File: src/rtl/peak_window_ctrl_if.sv
// rtl/peak_window_ctrl_if.sv - sample stream and window result port bundle for peak_window_ctrl
interface peak_window_ctrl_if #(
    parameter int DATA_WIDTH   = 32,
    parameter int SAMPLE_WIDTH = 16
);
    logic [DATA_WIDTH-1:0]     s_axis_tdata;
    logic                      s_axis_tvalid;
    logic                      s_axis_tlast;
    logic                      s_axis_tready;
    logic                      m_res_valid;
    logic                      m_res_ready;
    logic [4*SAMPLE_WIDTH-1:0] m_res_max;
    logic [1:0]                m_res_chan;

    modport master (
        output s_axis_tdata, s_axis_tvalid, s_axis_tlast, m_res_ready,
        input  s_axis_tready, m_res_valid, m_res_max, m_res_chan
    );

    modport slave (
        input  s_axis_tdata, s_axis_tvalid, s_axis_tlast, m_res_ready,
        output s_axis_tready, m_res_valid, m_res_max, m_res_chan
    );
endinterface

File: src/rtl/peak_window_ctrl.sv
// rtl/peak_window_ctrl.sv - per-window 4-channel peak tracker on a two-beat frame stream
// Optional magnitude mode selected by defining PEAK_ABS_EN.
module peak_window_ctrl #(
    parameter int C_S_AXIS_TDATA_WIDTH = 32,
    parameter int SAMPLE_WIDTH         = 16,
    parameter int WINDOW_FRAMES        = 500
) (
    input  logic              s_axis_aclk,
    input  logic              s_axis_areset,
    peak_window_ctrl_if.slave bus,
    input  logic              arm,
    input  logic              continuous,
    input  logic              abort,
    output logic              busy,
    output logic              err_misalign
);
    localparam int SW = SAMPLE_WIDTH;
    localparam logic [23:0] LAST_CNT = 24'(WINDOW_FRAMES);
`ifdef PEAK_ABS_EN
    localparam logic signed [SW-1:0] ACC_INIT = '0;
`else
    localparam logic signed [SW-1:0] ACC_INIT = {1'b1, {(SW-1){1'b0}}};
`endif

    typedef enum logic [1:0] {IDLE, SYNC, ACCUM, REPORT} state_t;

    function automatic logic signed [SW-1:0] cond(input logic signed [SW-1:0] x);
`ifdef PEAK_ABS_EN
        // The most negative code has no positive twin, so it saturates.
        if (x == {1'b1, {(SW-1){1'b0}}})
            cond = {1'b0, {(SW-1){1'b1}}};
        else if (x < 0)
            cond = -x;
        else
            cond = x;
`else
        cond = x;
`endif
    endfunction

    state_t                  state;
    logic                    phase;       // 0 = expecting beat A, 1 = expecting beat B
    logic                    rdy_q;
    logic [23:0]             frame_cnt;
    logic signed [SW-1:0]    acc [4];

    logic                    beat, beat_a, beat_b, bad_last, bad_first, phase_next;
    logic                    handshake, clear_win;
    logic [23:0]             cnt_inc;
    logic signed [SW-1:0]    lo, hi, best_val;
    logic [1:0]              best_chan;

    assign bus.s_axis_tready = rdy_q && (state != REPORT);
    assign busy              = (state != IDLE);

    assign beat      = bus.s_axis_tvalid && bus.s_axis_tready;
    assign beat_a    = beat && !bus.s_axis_tlast;
    assign beat_b    = beat && bus.s_axis_tlast && phase;
    assign bad_last  = beat && bus.s_axis_tlast && !phase;
    assign bad_first = beat && !bus.s_axis_tlast && phase;
    assign phase_next = beat_a ? 1'b1 : (beat_b ? 1'b0 : phase);

    assign lo      = cond(bus.s_axis_tdata[SW-1:0]);
    assign hi      = cond(bus.s_axis_tdata[C_S_AXIS_TDATA_WIDTH-1:SW]);
    assign cnt_inc = frame_cnt + 24'd1;

    assign handshake = (state == REPORT) && bus.m_res_valid && bus.m_res_ready;
    assign clear_win = handshake || (abort && state != IDLE);

    // Strict greater-than scan keeps the lowest index on ties.
    always_comb begin
        best_chan = 2'd0;
        best_val  = acc[0];
        for (int i = 1; i < 4; i++) begin
            if (acc[i] > best_val) begin
                best_val  = acc[i];
                best_chan = 2'(i);
            end
        end
    end

    always_ff @(posedge s_axis_aclk) begin
        if (s_axis_areset) begin
            state           <= IDLE;
            phase           <= 1'b0;
            rdy_q           <= 1'b0;
            frame_cnt       <= '0;
            for (int i = 0; i < 4; i++) acc[i] <= ACC_INIT;
            bus.m_res_valid <= 1'b0;
            bus.m_res_max   <= '0;
            bus.m_res_chan  <= 2'd0;
            err_misalign    <= 1'b0;
        end else begin
            rdy_q <= 1'b1;
            phase <= phase_next;

            if (bad_last || bad_first)
                err_misalign <= 1'b1;
            else if (arm && !abort && state == IDLE)
                err_misalign <= 1'b0;

            if (clear_win) begin
                frame_cnt <= '0;
                for (int i = 0; i < 4; i++) acc[i] <= ACC_INIT;
            end else if (state == ACCUM) begin
                if (beat_a) begin
                    if (lo > acc[0]) acc[0] <= lo;
                    if (hi > acc[1]) acc[1] <= hi;
                end
                if (beat_b) begin
                    if (lo > acc[2]) acc[2] <= lo;
                    if (hi > acc[3]) acc[3] <= hi;
                    frame_cnt <= cnt_inc;
                end
            end

            case (state)
                IDLE: begin
                    // Skip SYNC when this cycle already leaves us at a frame boundary.
                    if (arm && !abort)
                        state <= phase_next ? SYNC : ACCUM;
                end
                SYNC: begin
                    if (abort)
                        state <= IDLE;
                    else if (beat && bus.s_axis_tlast)
                        state <= ACCUM;
                end
                ACCUM: begin
                    if (abort)
                        state <= IDLE;
                    else if (beat_b && cnt_inc == LAST_CNT)
                        state <= REPORT;
                end
                REPORT: begin
                    if (handshake) begin
                        bus.m_res_valid <= 1'b0;
                        state <= (continuous && !abort) ? ACCUM : IDLE;
                    end else if (abort) begin
                        bus.m_res_valid <= 1'b0;
                        state <= IDLE;
                    end else if (!bus.m_res_valid) begin
                        bus.m_res_max   <= {acc[3], acc[2], acc[1], acc[0]};
                        bus.m_res_chan  <= best_chan;
                        bus.m_res_valid <= 1'b1;
                    end
                end
                default: state <= IDLE;
            endcase
        end
    end
endmodule
File: src/flat_wrapper.sv
// flat-port wrapper written by rule: the top's interface ports become plain ports
module peak_window_ctrl_flat 
#(
    parameter int C_S_AXIS_TDATA_WIDTH = 32,
    parameter int SAMPLE_WIDTH         = 16,
    parameter int WINDOW_FRAMES        = 500
)
  (s_axis_aclk, s_axis_areset, arm, continuous, abort, busy, err_misalign, bus_s_axis_tdata, bus_s_axis_tvalid, bus_s_axis_tlast, bus_m_res_ready, bus_s_axis_tready, bus_m_res_valid, bus_m_res_max, bus_m_res_chan);
  peak_window_ctrl_if #(.SAMPLE_WIDTH(SAMPLE_WIDTH)) bus_i ();
  input  logic s_axis_aclk;
  input  logic s_axis_areset;
  input  logic arm;
  input  logic continuous;
  input  logic abort;
  output logic busy;
  output logic err_misalign;
  input wire logic [$bits(bus_i.s_axis_tdata)-1:0] bus_s_axis_tdata;
  input wire logic [$bits(bus_i.s_axis_tvalid)-1:0] bus_s_axis_tvalid;
  input wire logic [$bits(bus_i.s_axis_tlast)-1:0] bus_s_axis_tlast;
  input wire logic [$bits(bus_i.m_res_ready)-1:0] bus_m_res_ready;
  output wire logic [$bits(bus_i.s_axis_tready)-1:0] bus_s_axis_tready;
  output wire logic [$bits(bus_i.m_res_valid)-1:0] bus_m_res_valid;
  output wire logic [$bits(bus_i.m_res_max)-1:0] bus_m_res_max;
  output wire logic [$bits(bus_i.m_res_chan)-1:0] bus_m_res_chan;
  assign bus_i.s_axis_tdata = bus_s_axis_tdata;
  assign bus_i.s_axis_tvalid = bus_s_axis_tvalid;
  assign bus_i.s_axis_tlast = bus_s_axis_tlast;
  assign bus_i.m_res_ready = bus_m_res_ready;
  assign bus_s_axis_tready = bus_i.s_axis_tready;
  assign bus_m_res_valid = bus_i.m_res_valid;
  assign bus_m_res_max = bus_i.m_res_max;
  assign bus_m_res_chan = bus_i.m_res_chan;
  peak_window_ctrl #(.C_S_AXIS_TDATA_WIDTH(C_S_AXIS_TDATA_WIDTH), .SAMPLE_WIDTH(SAMPLE_WIDTH), .WINDOW_FRAMES(WINDOW_FRAMES)) u_core (.s_axis_aclk(s_axis_aclk), .s_axis_areset(s_axis_areset), .bus(bus_i), .arm(arm), .continuous(continuous), .abort(abort), .busy(busy), .err_misalign(err_misalign));
endmodule
File: config.mk
export PLATFORM = sky130hd
export DESIGN_NAME = peak_window_ctrl_flat
export DESIGN_NICKNAME = d
export VERILOG_FILES = /design/src/rtl/peak_window_ctrl_if.sv /design/src/rtl/peak_window_ctrl.sv /design/src/flat_wrapper.sv
export SDC_FILE = /design/constraint.sdc
export NUM_CORES = 1
export LEC_CHECK = 0
export CORE_UTILIZATION = 48
export CTS_CLUSTER_DIAMETER = 200
export DETAILED_ROUTE_END_ITERATION = 8
export GPL_ROUTABILITY_DRIVEN = 0
export PLACE_DENSITY_LB_ADDON = 0.1
export REMOVE_ABC_BUFFERS = 1
export SYNTH_ARGS = -nofsm -noshare
export SYNTH_HDL_FRONTEND = slang
export SYNTH_SLANG_ARGS = --single-unit
File: constraint.sdc
create_clock -name s_axis_aclk -period 7.2 [get_ports s_axis_aclk]
set_input_delay 1.8 -clock s_axis_aclk [delete_from_list [all_inputs] [get_ports s_axis_aclk]]
set_output_delay 1.8 -clock s_axis_aclk [all_outputs]
set_load 0.02 [all_outputs]
After elaboration in Yosys (flattened, before gate mapping)
Memory sizes are Yosys's and may differ from the RTL's.
Cells that the tools add are included.
{"block": "classes", "add_sub_neg": 1, "mul": 0, "div": 0, "magnitude_cmp": 7, "n_eq_ne": 9, "n_shift": 0, "mux": 59, "n_bitwise": 11, "n_reduce_logical": 26}
{"operator": "two-way mux 16 bit", "n": 10}
{"operator": "> comparator 16 bit", "n": 7}
{"operator": "two-way mux 1 bit", "n": 37}
{"operator": "adder 24 x 1 -> 24 bit (second input constant)", "n": 1}
{"operator": "== test 24 x 9 -> 1 bit (second input constant)", "n": 1}
{"operator": "two-way mux 2 bit", "n": 11}
{"operator": "logical AND 1 bit", "n": 14}
{"operator": "bitwise OR 1 bit", "n": 8}
{"operator": "case mux 2 bit (4 select lines)", "n": 1}
{"operator": "AND reduction 4 bit", "n": 2}
{"operator": "inequality test 3 x 2 -> 1 bit (second input constant)", "n": 2}
{"operator": "== test 2 bit (second input constant)", "n": 2}
{"operator": "inequality test 2 bit (second input constant)", "n": 2}
{"operator": "nonzero test 2 bit", "n": 2}
{"operator": "zero test 1 bit", "n": 3}
{"operator": "inequality test 3 bit (second input constant)", "n": 1}
{"operator": "NOT 1 bit", "n": 3}
{"operator": "== test 2 x 1 -> 1 bit (second input constant)", "n": 1}
{"operator": "zero test 2 bit", "n": 1}
{"operator": "logical OR 1 bit", "n": 2}
{"operator": "AND reduction 2 bit", "n": 1}
{"operator": "OR reduction 2 bit", "n": 1}
{"block": "word_totals", "ff_bits": 96, "latchBits": 0, "mem_bits_rw": 64, "romBits": 0, "input_bits": 40, "out_inout_bits": 70, "elab_cells": 122, "memories": 1}
{"name": "u_core.acc", "words": 4, "word_bits": 16, "read_ports": 4, "rd_ports_with_merged_regs": 0, "write_ports": 4, "line": "peak_window_ctrl.sv:45", "text": "logic signed [SW-1:0] acc [4];"}

Logic depth before layout (Yosys ltp)
{"block": "depth", "depth_word": 11, "ltp_mapped": 27, "mapped_depth_nobuf": 24}

Worst setup path before layout
OpenSTA, ideal clock, no wires.
{"block": "synth_path", "path_kind": "register to register", "from": "memory u_core.acc[1][15] in the netlist's numbering", "to": "register u_core.bus.m_res_chan[1]", "setup_time_ns": 0.124, "t_arrival_ns": 5.584, "t_required_ns": 7.076, "slack_ns": 1.492, "path_stages_with_launch": 27, "path_buffers": 3, "synth_period_minus_slack_ns": 5.708, "path_cell_list": "edfxtp_1 -> ha_1 -> nand4_1 -> or2_1 -> a211o_1 -> and4b_1 -> nor3_2 -> buf_6 -> buf_12 -> mux2i_1 -> ha_1 -> and4_1 -> a21oi_1 -> o21ai_0 -> or4_1 -> and3_1 -> inv_2 -> buf_2 -> mux2_2 -> ha_1 -> a21oi_1 -> o21a_1 -> o2bb2ai_1 -> a311oi_1 -> mux2_2 -> a21oi_1 -> a21oi_1"}
{"item": "start: declaration", "line": "peak_window_ctrl.sv:45"}
{"item": "end signal: assignment", "line": "peak_window_ctrl.sv:144", "text": "bus.m_res_chan <= best_chan;"}
{"item": "end: declaration", "line": "peak_window_ctrl_if.sv:22", "text": "output s_axis_tready, m_res_valid, m_res_max, m_res_chan"}

==> results_tabular.tex <==
\begin{tabular}{lr}
\hline
Metric & Value \\
\hline
\multicolumn{2}{l}{\textbf{Drt}} \\
Routed via count divided by cell count & 5.49 \\
Drt wl/cell & 16.6 µm \\
Final antenna-violating net count & 0 \\
Total Routed Length & 24500 µm \\
Number of DRC markers after the initial detailed-route iteration & 474 \\
Detailed Routing Iterations Pass 1 & 5 \\
Vias after detailed routing & a little over 8000 \\
Drc violations & 0 \\
\multicolumn{2}{l}{\textbf{Clock network}} \\
Source-to-sink clock delay at the later pin of the worst-skew pair & between 0.4 and 0.5 ns \\
H-tree levels & 4 \\
Cts bufs inserted & 17 \\
PostCTS Resize Cnt & 0 \\
CTS clk-pin slew, worst paths & 0.07 ns \\
Clk sinks & 160 \\
CTS tree & done \\
Count of hold-fix buffers inserted at cts & 0 \\
Maximum buffer depth of the clock tree & 2 \\
Master cell of the clock root buffer & clkbuf\_16 \\
Post-CTS setup buffer count & 0 \\
\multicolumn{2}{l}{\textbf{Run}} \\
Total of max-cap violations & 0 \\
\multicolumn{2}{l}{\textbf{STA}} \\
Period Utilization, post-route & 86.6\% \\
Max Slew Vio Count & 0 \\
Min Clock Period, post-route & 6.23 ns \\
Setup repair after global routing missed its margin & no \\
Slew HR & 34.5\% \\
FMAX & $\sim$0.16 GHz \\
Endpoints failing hold & 0 \\
Clock tree skew after final layout & 0.0109 ns \\
Worst Tran Pin Value & roughly 0.98 ns \\
Final setup viols & 0 \\
Min Hold Slack & 0.451 ns \\
Final total negative setup slack & 0 ns \\
\multicolumn{2}{l}{\textbf{Placement}} \\
DP HPWL & 18700 µm \\
Dpl cells & 1445 \\
Buffers on Ports & between 100 and 150 \\
\multicolumn{2}{l}{\textbf{Setup path}} \\
Arrival time at the worst endpoint & 6.53 ns \\
Startpoint kind of the worst setup timing path & flip-flop \\
Series of cell instances along the critical path & ha\_1 -> nand4\_1 -> or2\_1 -> a211o\_1 -> and4b\_1 -> nor3\_2 -> buf\_4 -> mux2i\_1 -> ha\_1 -> a21o\_1 -> a21oi\_1 -> o21ai\_0 -> or4\_1 -> and3\_1 -> inv\_2 -> mux2\_2 -> ha\_1 -> a21oi\_1 -> o21a\_1 -> o2bb2ai\_1 -> a311oi\_1 -> mux2\_2 -> a21oi\_1 -> a21oi\_1 \\
Worst Path Required & 7.50 ns \\
CP Buf/Inv Count & 2 \\
Largest stage delay on the critical path & 0.47 ns \\
Worst Path Class, Setup & flip-flop to flip-flop \\
CP delay by family, top & compound AO/OA/AOI/OAI gates \\
Worst path most repeated cell & a21oi\_1 \\
Worst-path cell with the longest stage delay & or4\_1 \\
Kind of end point of the critical path & flip-flop \\
CP Max Fanout & 17 \\
\multicolumn{2}{l}{\textbf{Synth}} \\
Post-synth EDFFs & between 40 and 50 \\
Post-Synthesis Cells & 1105 \\
Most instantiated flip-flop cell in the synthesis netlist & dfxtp\_1 \\
Area of the mapped netlist & 9690 µm² \\
Mean Syn Cell Area & 8.77 µm² \\
Synth async-reset ratio & 0\% \\
Seq cells post-synth & 160 \\
Number of distinct library cells after synthesis & 63 \\
Part of the Yosys area used for sequential elements & about two fifths \\
Yosys warning count & 0 \\
\multicolumn{2}{l}{\textbf{Final layout}} \\
Number of inserted filler cells in the final layout & $\sim$1900 \\
Post-layout net count & $\sim$1400 \\
Synth-to-layout area growth & 19.1\% \\
Ant diodes & 0 \\
Fraction of final layout cells sized beyond drive strength 1 & under 10\% \\
Number of standard cells in the final layout excluding fillers & between 1000 and 1500 \\
\multicolumn{2}{l}{\textbf{Floorplanning}} \\
Area of the die & 20800 µm² \\
Die Width & around 140 µm \\
Number of ports placed on the die boundary & 110 \\
Core region area & just under 20000 µm² \\
Starting utilization of the core area & between 40 and 50\% \\
Die height & 144 µm \\
Cell row count & 51 \\
\multicolumn{2}{l}{\textbf{Global routing}} \\
Wire length of the first global-routing pass & 39400 µm \\
Number of global-route vias before repair & between 7000 and 8000 \\
Largest net degree at the start of global routing & 67 \\
Antenna violations before repair & 0 \\
Overflow left after global routing & 0 \\
Aggregate global-route resource usage & 24.8\% \\
\multicolumn{2}{l}{\textbf{Power}} \\
Reported leakage power & 0.00465 µW \\
Ratio of total power to cell area & 234 nW/µm² \\
Total power after layout & 2700 µW \\
Worst VDD drop & 0.173 mV \\
\multicolumn{2}{l}{\textbf{Outcome}} \\
Outcome & complete, no violations \\
\multicolumn{2}{l}{\textbf{Hold path}} \\
Path class of the lowest-slack min-delay path & flip-flop to flip-flop \\
\hline
\end{tabular}
cell usage in the layout, fill, tap and decap left out, types with 17 or more instances in the layout:
cell type and count:
clkdlybuf4s50_1 108, nor4_1 32, mux2_2 18, a21o_1 21, nand4_1 33, mux2i_1 32
inv_1 105, o21ai_0 18, nand2_1 183, a21oi_1 106, dfxtp_1 112, and2_1 20
clkbuf_16 17, nor2_1 49, edfxtp_1 48, ha_1 114, xor2_1 19
worst register-to-register path, stage by stage, from the launching register on:
cell and delay (ns):
edfxtp_1 0.46, ha_1 0.37, nand4_1 0.14, or2_1 0.27, a211o_1 0.25, and4b_1 0.18, nor3_2 0.16, buf_4 0.31
mux2i_1 0.31, ha_1 0.29, a21o_1 0.18, a21oi_1 0.14, o21ai_0 0.15, or4_1 0.47, and3_1 0.17, inv_2 0.28
mux2_2 0.40, ha_1 0.30, a21oi_1 0.17, o21a_1 0.15, o2bb2ai_1 0.07, a311oi_1 0.26, mux2_2 0.37, a21oi_1 0.17
a21oi_1 0.10
flip-flops by register name, indices dropped and copies added (netlist names):
signal	count
u_core.acc	64
u_core.bus.m_res_chan	2
u_core.bus.m_res_max	64
u_core.bus.m_res_valid	1
u_core.err_misalign	1
u_core.frame_cnt	24
u_core.phase	1
u_core.rdy_q	1
u_core.state	2
per-stage QoR:
step / worst slack (ns) / util, % / area (µm²)
2_1_floorplan: 0.933 / - / 9470
3_3_place_gp: 1.15 / 56.1 / 11000
3_5_place_dp: 0.991 / 56.1 / 11000
4_1_cts: 0.944 / 58.7 / 11500
5_1_grt: 0.471 / 58.7 / 11500
6_report: 0.966 / 58.7 / 11500
per-layer routing:
layer / global-route usage, % / vias to the layer above / wire, µm
li1: - / 4076 / -
met1: 36.2 / 3788 / 12500
met2: 37.4 / 212 / 10400
met3: 4.40 / 26 / 1260
met4: 6.44 / 0 / 300
met5: 0 / - / 0
synthesized netlist by cell type, types with 5 or more instances:
library cell,n,area [µm²]
mux2i_1,32,320
ha_1,114,1430
nor3_1,11,55.1
or4_1,5,37.5
a21oi_1,106,531
nor2b_1,11,68.8
or3_1,8,50.1
nand3_1,16,80.1
buf_2,11,55.1
dfxtp_1,112,2240
o21ai_0,18,90.1
a211oi_1,5,37.5
nand2_1,183,687
nor4_1,32,200
clkbuf_1,33,124
nand2b_1,6,37.5
mux2_2,18,203
o211ai_1,6,45.0
xnor2_1,12,105
a21o_1,21,158
nand4_1,33,206
and2_1,20,125
o21a_1,7,52.6
edfxtp_1,48,1440
xor2_1,19,166
o31ai_1,5,37.5
and3_1,5,31.3
and4_1,8,70.1
inv_1,105,394
nor2_1,49,184
cell families (layout without fill, tap and decap cells):
logic type / count (synthesis) / in the layout / share of synthesized area [%]
fa+ha+maj: 114 / 114 / 14.7
compound gates: 196 / 196 / 12.5
mux: 50 / 50 / 5.40
simple gates: 400 / 400 / 20.3
xor+xnor: 31 / 31 / 2.80
flops: 160 / 160 / 38.0
buf+inv: 154 / 261 / 6.36
where the power goes:
group | internal, µW | total (µW) | switching (µW) | leakage (µW)
logic | 335 | 775 | 440 | 0.00298
registers | 1010 | 1100 | 86.7 | 0.00140
clock network | 457 | 829 | 372 | 0.000268
area by class of cell:
class / count / area (µm²) / area share [%]
well taps: 265 / 332 / 2.87
repair buffers: 123 / 1190 / 10.3
inverters: 106 / 398 / 3.45
clock inverters: 10 / 62.6 / 0.542
clock buffers: 22 / 464 / 4.02
multi-input cells: 791 / 5420 / 46.9
flip-flops and latches: 160 / 3680 / 31.9
worst paths after layout:
check / from / end / slack (ns) / cells past startpoint
hold / removal: u_core.bus.m_res_max[56] / u_core.bus.m_res_max[56] / 0.45 / 2
hold reg to reg: u_core.bus.m_res_max[56] / u_core.bus.m_res_max[56] / 0.45 / 2
setup / recovery: u_core.acc[1][15] / u_core.bus.m_res_chan[1] / 0.97 / 24
setup reg to reg: u_core.acc[1][15] / u_core.bus.m_res_chan[1] / 0.97 / 24
No activity file was read; power rests on OpenSTA's default activity.
